$ cat config.mk
export PLATFORM = sky130hd
export DESIGN_NAME = game_flow_ctrl_flat
export DESIGN_NICKNAME = d
export VERILOG_FILES = /design/src/rtl/game_pkg.sv /design/src/rtl/game_flow_ctrl_if.sv /design/src/rtl/frame_sec_tick.sv /design/src/rtl/game_flow_ctrl.sv /design/src/flat_wrapper.sv
export SDC_FILE = /design/constraint.sdc
export NUM_CORES = 1
export LEC_CHECK = 0
export ABC_AREA = 1
export BUFFER_PORTS_ARGS = -buffer_cell sky130_fd_sc_hd__buf_4
export CORE_ASPECT_RATIO = 0.75
export CORE_MARGIN = 8
export CORE_UTILIZATION = 60
export CTS_CLUSTER_DIAMETER = 40
export DETAILED_ROUTE_END_ITERATION = 8
export GPL_TIMING_DRIVEN = 0
export PLACE_DENSITY = 0.83
export SLEW_MARGIN = 20
export SYNTH_ARGS = -nofsm -noshare
export SYNTH_HDL_FRONTEND = slang
export SYNTH_SLANG_ARGS = --single-unit
$ cat constraint.sdc
create_clock -name clk -period 3.4 [get_ports clk]
set_input_delay 1.02 -clock clk [delete_from_list [all_inputs] [get_ports clk]]
set_output_delay 1.02 -clock clk [all_outputs]
set_load 0.02 [all_outputs]
$ cat src/rtl/game_pkg.sv
// Shared types and codes for the Tom & Jerry round flow: FSM states,
// latched round results and the gameover_in encoding used by is_gameover.
package game_pkg;

  typedef enum logic [1:0] {
    ST_IDLE      = 2'b00,
    ST_COUNTDOWN = 2'b01,
    ST_PLAY      = 2'b10,
    ST_OVER      = 2'b11
  } game_state_t;

  typedef enum logic [1:0] {
    RES_NONE    = 2'b00,
    RES_TOM     = 2'b01,
    RES_JERRY   = 2'b10,
    RES_TIMEOUT = 2'b11
  } result_t;

  localparam logic [1:0] GO_NONE  = 2'b00;
  localparam logic [1:0] GO_TOM   = 2'b01;
  localparam logic [1:0] GO_JERRY = 2'b10;

endpackage

$ cat src/rtl/game_flow_ctrl_if.sv
// Control bundle between the frame/key/gameover sources and the round
// sequencer. There is no valid/ready handshake: inputs are levels sampled
// every clock, and outputs are registered levels plus the one-cycle
// round_reset pulse.
interface game_flow_ctrl_if;
  import game_pkg::*;

  logic        vsync;
  logic        reset_key;
  logic [1:0]  gameover_in;
  game_state_t state;
  logic        move_en;
  logic        round_reset;
  logic [1:0]  countdown;
  logic [6:0]  timer_sec;
  result_t     result;

  modport master (
    output vsync, reset_key, gameover_in,
    input  state, move_en, round_reset, countdown, timer_sec, result
  );

  modport slave (
    input  vsync, reset_key, gameover_in,
    output state, move_en, round_reset, countdown, timer_sec, result
  );
endinterface

$ cat src/rtl/frame_sec_tick.sv
// vsync rising-edge detector and frame-to-second divider.
// clear restarts the divider so each state starts on a whole second.
module frame_sec_tick #(
  parameter int FRAMES_PER_SEC = 60
) (
  input  logic clk,
  input  logic rst,
  input  logic vsync,
  input  logic clear,
  output logic frame_tick,
  output logic sec_tick
);
  localparam int CNT_W = (FRAMES_PER_SEC > 1) ? $clog2(FRAMES_PER_SEC) : 1;
  localparam logic [CNT_W-1:0] LAST = CNT_W'(FRAMES_PER_SEC - 1);

  logic             vsync_q;
  logic [CNT_W-1:0] frame_cnt;

  assign frame_tick = vsync & ~vsync_q;
  assign sec_tick   = frame_tick && (frame_cnt == LAST);

  always_ff @(posedge clk or negedge rst) begin
    if (!rst) begin
      vsync_q   <= 1'b0;
      frame_cnt <= '0;
    end else begin
      vsync_q <= vsync;
      // clear wins over a coincident frame tick: the new state starts at zero.
      if (clear) begin
        frame_cnt <= '0;
      end else if (frame_tick) begin
        if (frame_cnt == LAST) frame_cnt <= '0;
        else                   frame_cnt <= frame_cnt + 1'b1;
      end
    end
  end
endmodule

$ cat src/rtl/game_flow_ctrl.sv
// Round sequencer: IDLE -> COUNTDOWN -> PLAY -> OVER, driving move enable,
// the round_reset pulse, the countdown digit, round timer and result.
module game_flow_ctrl
  import game_pkg::*;
#(
  parameter int FRAMES_PER_SEC   = 60,
  parameter int COUNTDOWN_SECS   = 3,
  parameter int ROUND_SECONDS    = 99,
  parameter int OVER_HOLD_FRAMES = 120
) (
  input logic              clk,
  input logic              rst,
  game_flow_ctrl_if.slave  bus
);
  localparam int HOLD_W = $clog2(OVER_HOLD_FRAMES + 1);
  localparam logic [HOLD_W-1:0] HOLD_MAX = HOLD_W'(OVER_HOLD_FRAMES);
  localparam logic [6:0]        ROUND_T  = 7'(ROUND_SECONDS);
  localparam logic [1:0]        CD_START = 2'(COUNTDOWN_SECS);

  logic frame_tick, sec_tick, key_q, key_rise;
  logic enter, restart;

  game_state_t       state_q, state_d;
  result_t           result_q, result_d;
  logic [1:0]        countdown_q, countdown_d;
  logic [6:0]        timer_q, timer_d;
  logic [HOLD_W-1:0] hold_q, hold_d;
  logic              move_en_q, move_en_d;
  logic              round_reset_q, round_reset_d;

  assign key_rise = bus.reset_key & ~key_q;

  frame_sec_tick #(.FRAMES_PER_SEC(FRAMES_PER_SEC)) u_tick (
    .clk        (clk),
    .rst        (rst),
    .vsync      (bus.vsync),
    .clear      (enter),
    .frame_tick (frame_tick),
    .sec_tick   (sec_tick)
  );

  always_ff @(posedge clk or negedge rst) begin
    if (!rst) begin
      state_q       <= ST_IDLE;
      result_q      <= RES_NONE;
      countdown_q   <= 2'd0;
      timer_q       <= ROUND_T;
      hold_q        <= '0;
      move_en_q     <= 1'b0;
      round_reset_q <= 1'b0;
      key_q         <= 1'b0;
    end else begin
      state_q       <= state_d;
      result_q      <= result_d;
      countdown_q   <= countdown_d;
      timer_q       <= timer_d;
      hold_q        <= hold_d;
      move_en_q     <= move_en_d;
      round_reset_q <= round_reset_d;
      key_q         <= bus.reset_key;
    end
  end

  always_comb begin
    state_d       = state_q;
    result_d      = result_q;
    countdown_d   = countdown_q;
    timer_d       = timer_q;
    hold_d        = hold_q;
    round_reset_d = 1'b0;
    enter         = 1'b0;
    restart       = 1'b0;

    unique case (state_q)
      ST_IDLE: restart = key_rise;
      ST_COUNTDOWN: begin
        if (key_rise) begin
          restart = 1'b1;
        end else if (sec_tick) begin
          if (countdown_q == 2'd1) begin
            state_d     = ST_PLAY;
            countdown_d = 2'd0;
            timer_d     = ROUND_T;
            enter       = 1'b1;
          end else begin
            countdown_d = countdown_q - 2'd1;
          end
        end
      end
      ST_PLAY: begin
        // A real gameover beats a coincident timer expiry, so the timer keeps 1.
        if (key_rise) begin
          restart = 1'b1;
        end else if (bus.gameover_in != GO_NONE) begin
          state_d  = ST_OVER;
          result_d = result_t'(bus.gameover_in);
          enter    = 1'b1;
        end else if (sec_tick) begin
          if (timer_q == 7'd1) begin
            state_d  = ST_OVER;
            timer_d  = 7'd0;
            result_d = RES_TIMEOUT;
            enter    = 1'b1;
          end else if (timer_q != 7'd0) begin
            timer_d = timer_q - 7'd1;
          end
        end
      end
      ST_OVER: begin
        if (frame_tick && hold_q != HOLD_MAX) hold_d = hold_q + 1'b1;
        if (key_rise && hold_q == HOLD_MAX)   restart = 1'b1;
      end
      default: state_d = ST_IDLE;
    endcase

    if (restart) begin
      state_d       = ST_COUNTDOWN;
      countdown_d   = CD_START;
      timer_d       = ROUND_T;
      result_d      = RES_NONE;
      round_reset_d = 1'b1;
      enter         = 1'b1;
    end
    if (enter) hold_d = '0;

    move_en_d = (state_d == ST_PLAY);
  end

  assign bus.state       = state_q;
  assign bus.result      = result_q;
  assign bus.countdown   = countdown_q;
  assign bus.timer_sec   = timer_q;
  assign bus.move_en     = move_en_q;
  assign bus.round_reset = round_reset_q;
endmodule
$ cat src/flat_wrapper.sv
// flat-port wrapper written by rule: the top's interface ports become plain ports
module game_flow_ctrl_flat import game_pkg::*;
#(
  parameter int FRAMES_PER_SEC   = 60,
  parameter int COUNTDOWN_SECS   = 3,
  parameter int ROUND_SECONDS    = 99,
  parameter int OVER_HOLD_FRAMES = 120
)
  (clk, rst, bus_vsync, bus_reset_key, bus_gameover_in, bus_state, bus_move_en, bus_round_reset, bus_countdown, bus_timer_sec, bus_result);
  game_flow_ctrl_if bus_i ();
  input logic clk;
  input logic rst;
  input wire logic [$bits(bus_i.vsync)-1:0] bus_vsync;
  input wire logic [$bits(bus_i.reset_key)-1:0] bus_reset_key;
  input wire logic [$bits(bus_i.gameover_in)-1:0] bus_gameover_in;
  output wire logic [$bits(bus_i.state)-1:0] bus_state;
  output wire logic [$bits(bus_i.move_en)-1:0] bus_move_en;
  output wire logic [$bits(bus_i.round_reset)-1:0] bus_round_reset;
  output wire logic [$bits(bus_i.countdown)-1:0] bus_countdown;
  output wire logic [$bits(bus_i.timer_sec)-1:0] bus_timer_sec;
  output wire logic [$bits(bus_i.result)-1:0] bus_result;
  assign bus_i.vsync = bus_vsync;
  assign bus_i.reset_key = bus_reset_key;
  assign bus_i.gameover_in = bus_gameover_in;
  assign bus_state = bus_i.state;
  assign bus_move_en = bus_i.move_en;
  assign bus_round_reset = bus_i.round_reset;
  assign bus_countdown = bus_i.countdown;
  assign bus_timer_sec = bus_i.timer_sec;
  assign bus_result = bus_i.result;
  game_flow_ctrl #(.FRAMES_PER_SEC(FRAMES_PER_SEC), .COUNTDOWN_SECS(COUNTDOWN_SECS), .ROUND_SECONDS(ROUND_SECONDS), .OVER_HOLD_FRAMES(OVER_HOLD_FRAMES)) u_core (.clk(clk), .rst(rst), .bus(bus_i));
endmodule
==> results of run 1 <==
-- how the worst max path moves through the flow --
stage / end / slack (ns)
finish: bus_timer_sec[5] / 1.36
global route: u_core.bus.timer_sec[5] / 1.29
CTS: bus_timer_sec[5] / 1.36
detailed placement: u_core.bus.timer_sec[6] / 1.18
global placement: u_core.hold_q[4] / 1.23
floorplan: u_core.hold_q[4] / 1.45
-- per-layer routing --
layer / track usage (%) / up-vias / share of wire (%)
li1: - / 725 / -
met2: 24.9 / 36 / 45
met1: 20.9 / 644 / 47
met4: 10.6 / 0 / 2.1
met3: 5.95 / 6 / 6.2
met5: 0 / - / 0
-- cells in the final DEF (no fill, tap or decap), types with 4 or more instances in the layout --
cell type	n
a21oi_1	7
o21ai_0	8
nand2_1	32
clkbuf_8	6
xor2_1	9
nor2_1	17
inv_1	25
nand2_4	4
nor2_2	10
buf_4	21
dfrtp_1	26
ha_1	10
nor2_4	4
nand2_2	4
nor3_1	7
nand3_1	18
dfstp_2	4
nand3_2	4
-- power by group --
| part | internal (W) | total, W | leakage (nW) | switching [W] |
|---|---|---|---|---|
| combinational | 0.000129 | 0.000361 | 0.570 | 0.000232 |
| clock | 0.000312 | 0.000447 | 0.0714 | 0.000134 |
| sequential | 0.000410 | 0.000449 | 0.385 | 0.0000389 |
-- per-stage QoR --
stage               instances  utilization [%]  hold slack (ns)  power [W]  setup WS (ns)
floorplan                 208                -            0.523   0.000699           1.45
global placement          266             69.1            0.499   0.000798           1.23
detailed placement        266             69.1            0.505   0.000815           1.18
CTS                       274             74.0            0.515    0.00126           1.36
global route              274             74.0            0.541    0.00132           1.29
finish                    274             74.0            0.513    0.00126           1.36
-- kinds of logic (layout without fill, tap and decap cells) --
kind of cell / Yosys count / in the layout
AOI/OAI and AO/OA: 22 / 22
xor gates and xnor gates: 11 / 11
adders and majority gates: 10 / 10
buffers and inverters: 28 / 56
DFF: 30 / 30
muxes: 1 / 1
and+or+nand+nor: 106 / 106
-- sequential cells by signal, summed over array words and instances (netlist names), 2 cells and up --
register	flops
u_core.hold_q	7
u_core.bus.countdown	2
u_core.u_tick.frame_cnt	6
u_core.bus.state	2
u_core.bus.timer_sec	7
u_core.bus.result	2
-- layout make-up --
| class | instances | area, sq um | area share [%] |
|---|---|---|---|
| buffer | 1 | 7.51 | 0.348 |
| multi-input combinational | 150 | 952 | 44.1 |
| tap | 38 | 47.5 | 2.20 |
| sequential | 30 | 756 | 35.0 |
| inverter | 27 | 101 | 4.70 |
| clock buffer | 6 | 82.6 | 3.83 |
| timing repair buffer | 20 | 150 | 6.96 |
| clock inverter | 2 | 60.1 | 2.78 |
==> summary.txt, run 1 <==
STA
  • Setup TNS Final: 0 ns
  • Slew margin rel.: 75.8%
  • Tmin final: between 2 and 2.5 ns
  • Final Cycle Share: 60.0%
  • Final slew viol count: 0
  • FMAX: approximately 0.49 GHz
  • RSZ-0062 raised after global routing: no
  • Worst-Margin Slew: 0.363 ns
  • Worst Skew: about 0.0078 ns
  • Final hold vios: 0
  • Final setup violating endpoints: 0

Final layout
  • Final instance area: ~2200 sq um
  • Filler cells: approximately 230
  • Share of cells above drive strength 1: 28.4%
  • ANT cells: 0
  • Fin nets: 251
  • P&R area growth vs syn: 18.7%

Critical path
  • Critical path startpoint: u_core.bus.timer_sec[5]
  • Max stage delay cell, worst path: dfstp_2
  • Delay-heaviest family, CP: flip-flops
  • Crit Path Class: reg -> out
  • Reg2reg path depth: 12
  • R2r setup slk: 1.52 ns
  • Crit Reg-Reg Startpoint: u_core.hold_q[0]
  • Critical-path maximum fanout: 5
  • CP peak stage delay: roughly 0.58 ns
  • Kind of end point of the critical path: output pin
  • Crit. path cell count: 1
  • Critical path cell sequence: buf_4
  • Worst setup SP type: flop
  • Arrival time at the worst endpoint: 1.02 ns
  • Capturing point of the worst reg2reg path: u_core.bus.timer_sec[5]
  • Required time of the critical path: approximately 2.4 ns
  • Buffer and inverter count on the worst path: 1

Placed design
  • Placement-stage cell area: 2010 sq um
  • Port Buf Inserts: 20
  • Routability cong.: roughly 0.79
  • DPL Wire Length: approximately 3 mm

Clock network
  • TritonCTS clock tree: done
  • Clock transition at path regs: 0.07 ns
  • Clk Latency, worst-skew pair: 0.29 ns
  • Clock Sinks: 30
  • Post-CTS setup buffer count: 0
  • H-tree depth: 2
  • CTS root buf: clkbuf_8
  • Num CTS Buffers: 5
  • Hold buffers post-CTS: 0
  • Clock tree buffer depth: 2
  • Post-cts resize count: 0

Hold path
  • Hold Startpoint: u_core.bus.result[1]
  • Hold Path Class: reg -> reg
  • Hold Path Cell Cnt: 2
  • Hold EP: u_core.bus.result[1]

Global routing
  • GRT Overall Usage: 17.1%
  • GR Overflow Total: 0
  • Pin count of the biggest net entering global routing: 31
  • Initial antenna violation count: 0
  • Global-route wire length before repair: between 6 and 7 mm
  • Vias in the first global route: ~1400

Floorplanning
  • Die span in x: around 80 um
  • Die area: between 5000 and 6000 sq um
  • I/O pins: 21
  • CORE AREA: roughly 2900 sq um
  • Core Rows: 17
  • Initial core utilization: between 60 and 70%
  • Die Height: about 64 um

Synthesis
  • Main combinational cell family by area after synthesis: simple AND/OR/NAND/NOR gates
  • Mean post-synth cell area: between 8 and 9 sq um
  • Synth Register Bits: 30
  • Synth area leader: dfrtp_1
  • Compound-Gate Fraction of Synth Area: roughly 6.5%
  • Multiplexer area fraction after synthesis: less than 1%
  • Syn Inst Count: between 200 and 250
  • Post-synth EDFFs: 0
  • Count of cell types in the netlist: 31
  • Ys async rst share: 100%
  • Synth Cell Area: between 1500 and 2000 sq um
  • Simple-gate share of the synthesized area: 33.1%
  • Most instantiated cells after synthesis: 32 x nand2_1, 26 x dfrtp_1, 25 x inv_1
  • Fraction of the mapped netlist area in adder cells: 6.89%
  • Post-Synth XOR/XNOR Area: 5.30%
  • Yosys warns: 0
  • Sequential area share after synthesis: approximately two fifths
  • Syn nets: roughly 220
  • Top FF cell, synth: dfrtp_1
  • Most common cell in the synthesized netlist: nand2_1
  • Largest cells by area after synthesis: dfrtp_1 36%, ha_1 6.9%, nand2_1 6.6%
  • Synth top area share: 35.8%

Route
  • Iteration-0 DRC Markers: about 110
  • DR WL/cell: around 14 um
  • Total number of vias: 1411
  • Routed Wire Length: just under 4 mm
  • DRT Pass-1 Iters: 4
  • Drt drc: 0
  • Post-route ant nets: 0
  • Vias per Instance: around 5.1

Status
  • Status: finished clean

Power
  • Power Dens Cells: roughly 580 nW/um^2
  • Leakage: a little over 1 nW
  • Worst VDD drop: about 0.00043 V

Job
  • Max-cap violations: 0
No activity file was read; power rests on OpenSTA's default activity.
==> inputs of run 2 (changes only) <==
--- a/config.mk
+++ b/config.mk
@@ -9,11 +9,11 @@
 export BUFFER_PORTS_ARGS = -buffer_cell sky130_fd_sc_hd__buf_4
 export CORE_ASPECT_RATIO = 0.75
 export CORE_MARGIN = 8
-export CORE_UTILIZATION = 60
+export CORE_UTILIZATION = 58
 export CTS_CLUSTER_DIAMETER = 40
 export DETAILED_ROUTE_END_ITERATION = 8
 export GPL_TIMING_DRIVEN = 0
-export PLACE_DENSITY = 0.83
+export PLACE_DENSITY = 0.8
 export SLEW_MARGIN = 20
 export SYNTH_ARGS = -nofsm -noshare
 export SYNTH_HDL_FRONTEND = slang
==> constraint.sdc (replaced) <==
create_clock -name clk -period 2 [get_ports clk]
set_input_delay 0.6 -clock clk [delete_from_list [all_inputs] [get_ports clk]]
set_output_delay 0.6 -clock clk [all_outputs]
set_load 0.02 [all_outputs]
==> summary.txt, run 2 (synthesized netlist as in run 1, its figures left out) <==
Status
  • Status: finished clean

Route
  • Routed Wire Length: 3.76 mm (-3.6%)
  • Total number of vias: 1460 (+3.5%)
  • Iteration-0 DRC Markers: 49 (-55%)
  • Drt drc: 0 (unchanged)
  • Post-route ant nets: 0 (unchanged)
  • DRT Pass-1 Iters: 4 (unchanged)
  • DR WL/cell: 13.7 um (-3.6%)
  • Vias per Instance: 5.33 (+3.5%)

Clock network
  • Clk Latency, worst-skew pair: 0.29 ns (about the same)
  • Post-CTS setup buffer count: 0 (unchanged)
  • CTS root buf: clkbuf_8
  • Num CTS Buffers: 5 (unchanged)
  • Clock transition at path regs: 0.06 ns (about the same)
  • Hold buffers post-CTS: 0 (unchanged)
  • TritonCTS clock tree: done
  • Clock Sinks: 30 (unchanged)
  • H-tree depth: 2 (unchanged)
  • Post-cts resize count: 0 (unchanged)
  • Clock tree buffer depth: 2 (unchanged)

Critical path
  • Critical Path Most Common Cell: nand2_1
  • Arrival time at the worst endpoint: 2.00 ns (+0.98 ns)
  • Crit Path Class: reg -> reg
  • Buffer and inverter count on the worst path: 2 (+1)
  • Delay-heaviest family, CP: simple AND/OR/NAND/NOR gates
  • Worst setup SP type: flop
  • CP peak stage delay: 0.42 ns (-0.16 ns)
  • Required time of the critical path: 2.21 ns (-0.17 ns)
  • Max stage delay cell, worst path: dfrtp_1
  • Kind of end point of the critical path: flop
  • Critical path cell sequence: inv_1 -> ha_1 -> nand2_1 -> nor2_1 -> nand3_1 -> nand2_1 -> nand2_1 -> inv_2 -> nor2_1 -> o21ai_0 -> nand2_1 -> o21ai_1
  • Critical-path maximum fanout: 6 (+1)

STA
  • RSZ-0062 raised after global routing: no
  • Setup TNS Final: 0 ns (unchanged)
  • Worst Skew: 0.00567 ns (-0.00209 ns)
  • Final hold vios: 0 (unchanged)
  • Final slew viol count: 0 (unchanged)
  • FMAX: roughly 0.56 GHz
  • Worst-Margin Slew: 0.387 ns (+0.0234 ns)
  • Final Cycle Share: between 80% and 90%
  • Tmin final: approximately 1.8 ns
  • Final setup violating endpoints: 0 (unchanged)
  • Slew margin rel.: 74.2% (-1.6 points)

Global routing
  • GR Overflow Total: 0 (unchanged)
  • Global-route wire length before repair: 6.46 mm (-2.8%)
  • GRT Overall Usage: 16.0% (-1.1 points)
  • Initial antenna violation count: 0 (unchanged)
  • Pin count of the biggest net entering global routing: 31 (unchanged)
  • Vias in the first global route: 1411 (-1.1%)

Final layout
  • Filler cells: 237 (+4.4%)
  • Fin nets: 251 (unchanged)
  • Commonest non-fill, non-tap cell in the layout: nand2_1
  • Finished Layout Cells: 274 (unchanged)
  • Share of cells above drive strength 1: 28.4% (unchanged)
  • P&R area growth vs syn: 16.9%
  • Storage cell area: 756 sq um (unchanged)
  • Multi-input gate area: 952 sq um (unchanged)
  • ANT cells: 0 (unchanged)
  • Most frequent cells in the layout: 32 x nand2_1, 26 x dfrtp_1, 25 x inv_1

Floorplanning
  • Initial core utilization: 61.4% (-0.90 points)
  • Die Height: 64.5 um (+1.3%)
  • Die span in x: 80.6 um (+1.4%)
  • CORE AREA: 2960 sq um (+1.5%)
  • Core Rows: 17 (unchanged)
  • I/O pins: 21 (unchanged)
  • Die area: 5200 sq um (+2.7%)

Hold path
  • Hold Path Class: in -> async

Power
  • Combinational fraction of design power: 31.4% (+2.7 points)
  • Power Dens Cells: 911 nW/um^2 (+56%)
  • Sequential Power Share: 39.0% (+3.3 points)
  • Int Power: 0.00126 W (+48%)
  • Worst VDD drop: 0.000627 V (+46%)
  • Clk pwr share: 29.6% (-6.0 points)
  • Switching Share: 34.8% (+2.5 points)
  • Switch Pwr: 0.000673 W (+66%)
  • Leakage: 1.01 nW (-1.4%)

Placed design
  • DPL Wire Length: 2.69 mm (-7.9%)
  • Port Buf Inserts: 20 (unchanged)
  • Placed instance count: 266 (unchanged)
  • Routability cong.: 0.899 (+13%)

Job
  • Max-cap violations: 0 (unchanged)
-- run 2: changes by cell type in the layout (fill, tap and decap cells not counted), sizes merged --
| cell | before | now |
|---|---|---|
| clkbuf | 6 | 8 |
| bufinv | 2 | 0 |
-- run 2: cell type report --
type                            count  share of cell area (%)
Multi-Input combinational cell    150                    44.8
Sequential cell                    30                    35.6
Timing Repair Buffer               20                    7.07
Clock buffer                        8                    5.18
Inverter                           27                    4.77
Tap cell                           38                    2.24
Buffer                              1                   0.353
-- run 2: worst paths after layout --
kind	end	startpoint	slack, ns	cells after the start
setup / recovery	u_core.bus.timer_sec[0]	u_core.hold_q[0]	0.21	12
max in group asynchronous	u_core.bus.timer_sec[1]	rst	1.44	1
hold / removal	u_core.bus.result[0]	rst	0.23	1
setup reg to reg	u_core.bus.timer_sec[0]	u_core.hold_q[0]	0.21	12
hold reg to reg	u_core.bus.result[1]	u_core.bus.result[1]	0.51	2
min in group clk	u_core.key_q	bus_reset_key	0.43	1
-- run 2: layer usage --
| metal | wire [um] | global-route usage, % | vias up |
|---|---|---|---|
| li1 | - | - | 727 |
| met1 | 1780 | 20.4 | 679 |
| met2 | 1610 | 23.7 | 44 |
| met3 | 269 | 4.82 | 10 |
| met4 | 103 | 8.82 | 0 |
| met5 | 0 | 0 | - |
-- run 2: worst register-to-register path: cells and delay by family, from the launching register on --
family,cells,cell delay (ns)
compound gates,2,0.20
fa+ha+maj,1,0.19
buf+inv,2,0.17
flops,1,0.42
simple gates,7,0.73
-- run 2: power by group through the flow --
stage	Combinational [W]	Sequential [W]	Clock (W)
2_1_floorplan	0.000366	0.000823	0
3_3_place_gp	0.000588	0.000764	0
3_5_place_dp	0.000600	0.000764	0
4_1_cts	0.000611	0.000753	0.000583
5_1_grt	0.000677	0.000764	0.000604
6_report	0.000608	0.000755	0.000572
-- run 2: stage by stage --
step,hold WS [ns],util [%],cell area (sq um),setup WS (ns),power (W)
final,0.234,71.9,2120,0.207,0.00194
after global routing,0.253,71.9,2120,0.0100,0.00204
after CTS,0.237,71.9,2120,0.233,0.00195
after detailed placement,0.504,68.1,2010,0.201,0.00136
after global placement,0.502,68.1,2010,0.246,0.00135
after floorplan,0.304,-,1820,0.362,0.00119
==> inputs of run 3 (changes only) <==
--- a/config.mk
+++ b/config.mk
@@ -14,6 +14,7 @@
 export DETAILED_ROUTE_END_ITERATION = 8
 export GPL_TIMING_DRIVEN = 0
 export PLACE_DENSITY = 0.8
+export REMOVE_ABC_BUFFERS = 1
 export SLEW_MARGIN = 20
 export SYNTH_ARGS = -nofsm -noshare
 export SYNTH_HDL_FRONTEND = slang
==> summary.txt, run 3 (synthesized netlist as in run 1, its figures left out) <==
Route
  • Vias per Instance: 5.11 (-4.0%)
  • DR WL/cell: 12.8 um (-6.6%)
  • Drt drc: 0 (unchanged)
  • Post-route ant nets: 0 (unchanged)
  • Iteration-0 DRC Markers: 69 (+41%)
  • Routed Wire Length: 3.50 mm (-6.9%)
  • DRT Pass-1 Iters: 4 (unchanged)
  • Total number of vias: 1396 (-4.4%)

Placed design
  • DPL Wire Length: 2.63 mm (-2.3%)
  • Placed instance count: 265 (-0.38%)
  • Port Buf Inserts: 20 (unchanged)
  • Routability cong.: 0.851 (-5.3%)

Clock network
  • Clock transition at path regs: 0.07 ns (about the same)
  • Hold buffers post-CTS: 0 (unchanged)
  • Clock Sinks: 30 (unchanged)
  • H-tree depth: 2 (unchanged)
  • Post-CTS setup buffer count: 0 (unchanged)
  • TritonCTS clock tree: done
  • CTS root buf: clkbuf_8
  • Num CTS Buffers: 5 (unchanged)
  • Clock tree buffer depth: 2 (unchanged)
  • Clk Latency, worst-skew pair: 0.28 ns (about the same)

Global routing
  • Pin count of the biggest net entering global routing: 31 (unchanged)
  • GR Overflow Total: 0 (unchanged)
  • Vias in the first global route: 1314 (-6.9%)
  • Initial antenna violation count: 0 (unchanged)
  • Global-route wire length before repair: 6.04 mm (-6.4%)
  • GRT Overall Usage: 14.8% (-1.2 points)

Critical path
  • Worst setup SP type: flop
  • CP peak stage delay: 0.39 ns (-0.03 ns)
  • Critical-path maximum fanout: 13 (+7)
  • Delay-heaviest family, CP: simple AND/OR/NAND/NOR gates
  • Arrival time at the worst endpoint: 1.98 ns (-0.02 ns)
  • Required time of the critical path: 2.20 ns (about the same)
  • Buffer and inverter count on the worst path: 2 (unchanged)
  • Kind of end point of the critical path: flop
  • Crit Path Class: reg -> reg
  • Critical Path Most Common Cell: nand2_1
  • Critical path cell sequence: inv_1 -> ha_1 -> nand2_1 -> nor2_1 -> nand3_1 -> nand2_1 -> nand2_4 -> inv_2 -> nor2_2 -> o21ai_0 -> nand2_1 -> o21ai_1
  • Max stage delay cell, worst path: dfrtp_1

STA
  • Min Hold Slack: 0.236 ns (+0.00274 ns)
  • Worst-Margin Slew: 0.370 ns (-0.0166 ns)
  • Final hold vios: 0 (unchanged)
  • Final Cycle Share: 88.9% (-0.79 points)
  • Slew margin rel.: 75.3% (+1.1 points)
  • Final slew viol count: 0 (unchanged)
  • RSZ-0062 raised after global routing: no
  • Final setup violating endpoints: 0 (unchanged)
  • Tmin final: 1.78 ns (-0.0158 ns)
  • Worst Skew: 0.00695 ns (+0.00127 ns)
  • FMAX: 0.563 GHz (+0.89%)

Final layout
  • P&R area growth vs syn: 16.0%
  • ANT cells: 0 (unchanged)
  • Fin nets: 250 (-0.40%)
  • Commonest non-fill, non-tap cell in the layout: nand2_1
  • Share of cells above drive strength 1: 28.5% (+0.12 points)
  • Finished Layout Cells: 273 (-0.36%)
  • Most frequent cells in the layout: 31 x nand2_1, 26 x dfrtp_1, 25 x inv_1

Floorplanning
  • Die span in x: 80.6 um (unchanged)
  • Initial core utilization: 61.4% (unchanged)
  • Die area: 5200 sq um (unchanged)
  • CORE AREA: 2960 sq um (unchanged)
  • I/O pins: 21 (unchanged)
  • Core Rows: 17 (unchanged)
  • Die Height: 64.5 um (unchanged)

Power
  • Power Dens Cells: 882 nW/um^2 (-3.2%)
  • Worst VDD drop: 0.000637 V (+1.6%)
  • Leakage: 1.00 nW (-1.3%)

Hold path
  • Hold Path Class: in -> async

Status
  • Status: finished clean

Job
  • Max-cap violations: 0 (unchanged)
run 3: cell types whose count changed in the layout (fill, tap and decap cells not counted):
| cell | delta |
|---|---|
| nor2_2 | +1 |
| nand2_4 | +1 |
| buf_4 | -1 |
| clkbuf_8 | -2 |
| clkbuf_1 | +1 |
| nor2_1 | -1 |
| clkinv_2 | +1 |
| nand2_1 | -1 |
run 3: layout make-up:
class | count | area [sq um]
inverters | 27 | 101
well taps | 38 | 47.5
clock buffers | 7 | 86.3
fillers | 227 | 848
flip-flops and latches | 30 | 756
clock inverters | 1 | 5.00
multi-input cells | 150 | 962
repair buffers | 20 | 150
run 3: worst register-to-register path, delay by kind of cell, from the launching register on:
kind	cells	cell delay [ns]
buffers and inverters	2	0.19
AND/OR/NAND/NOR	7	0.74
flip-flops	1	0.39
adder cells (fa/ha/maj)	1	0.20
AO/OA/AOI/OAI	2	0.18
run 3: what timing repair did:
action,CTS,global route
endpoints found under the setup margin,4,4
pin swaps,0,0
gates resized for setup,1,2
run 3: worst paths after layout:
check	from	end	slack (ns)	cells after the start
worst max-delay path	u_core.hold_q[0]	u_core.bus.timer_sec[0]	0.22	12
worst min-delay path	rst	u_core.u_tick.frame_cnt[0]	0.24	1
worst max register to register	u_core.hold_q[0]	u_core.bus.timer_sec[0]	0.22	12
worst min register to register	u_core.bus.result[1]	u_core.bus.result[1]	0.52	2
max in group asynchronous	rst	u_core.bus.timer_sec[5]	1.45	1
min in group clk	bus_vsync	u_core.u_tick.vsync_q	0.44	1
run 3: power breakdown:
group	switching [W]	leakage, nW	internal (W)
Sequential	0.0000632	0.385	0.000697
Clock	0.000215	0.0482	0.000277
Combinational	0.000388	0.566	0.000219
Total	0.000667	1.00	0.00119
run 3: through the flow:
step	total power, W	setup TNS (ns)	utilization, %	setup WS [ns]	cell area, sq um
CTS	0.00187	0	71.1	0.0289	2100
global route	0.00198	0	71.3	0.0690	2110
detailed placement	0.00137	-0.644	67.9	-0.186	2010
finish	0.00186	0	71.3	0.223	2110
global placement	0.00136	-0.493	67.9	-0.140	2010
floorplan	0.00119	0	-	0.231	1810
run 3: layer usage:
layer  global-route usage [%]  share of wire [%]
met1                     20.1                 51
met5                        0                  0
met4                     6.79                1.7
met2                     20.9                 40
met3                     4.55                6.5
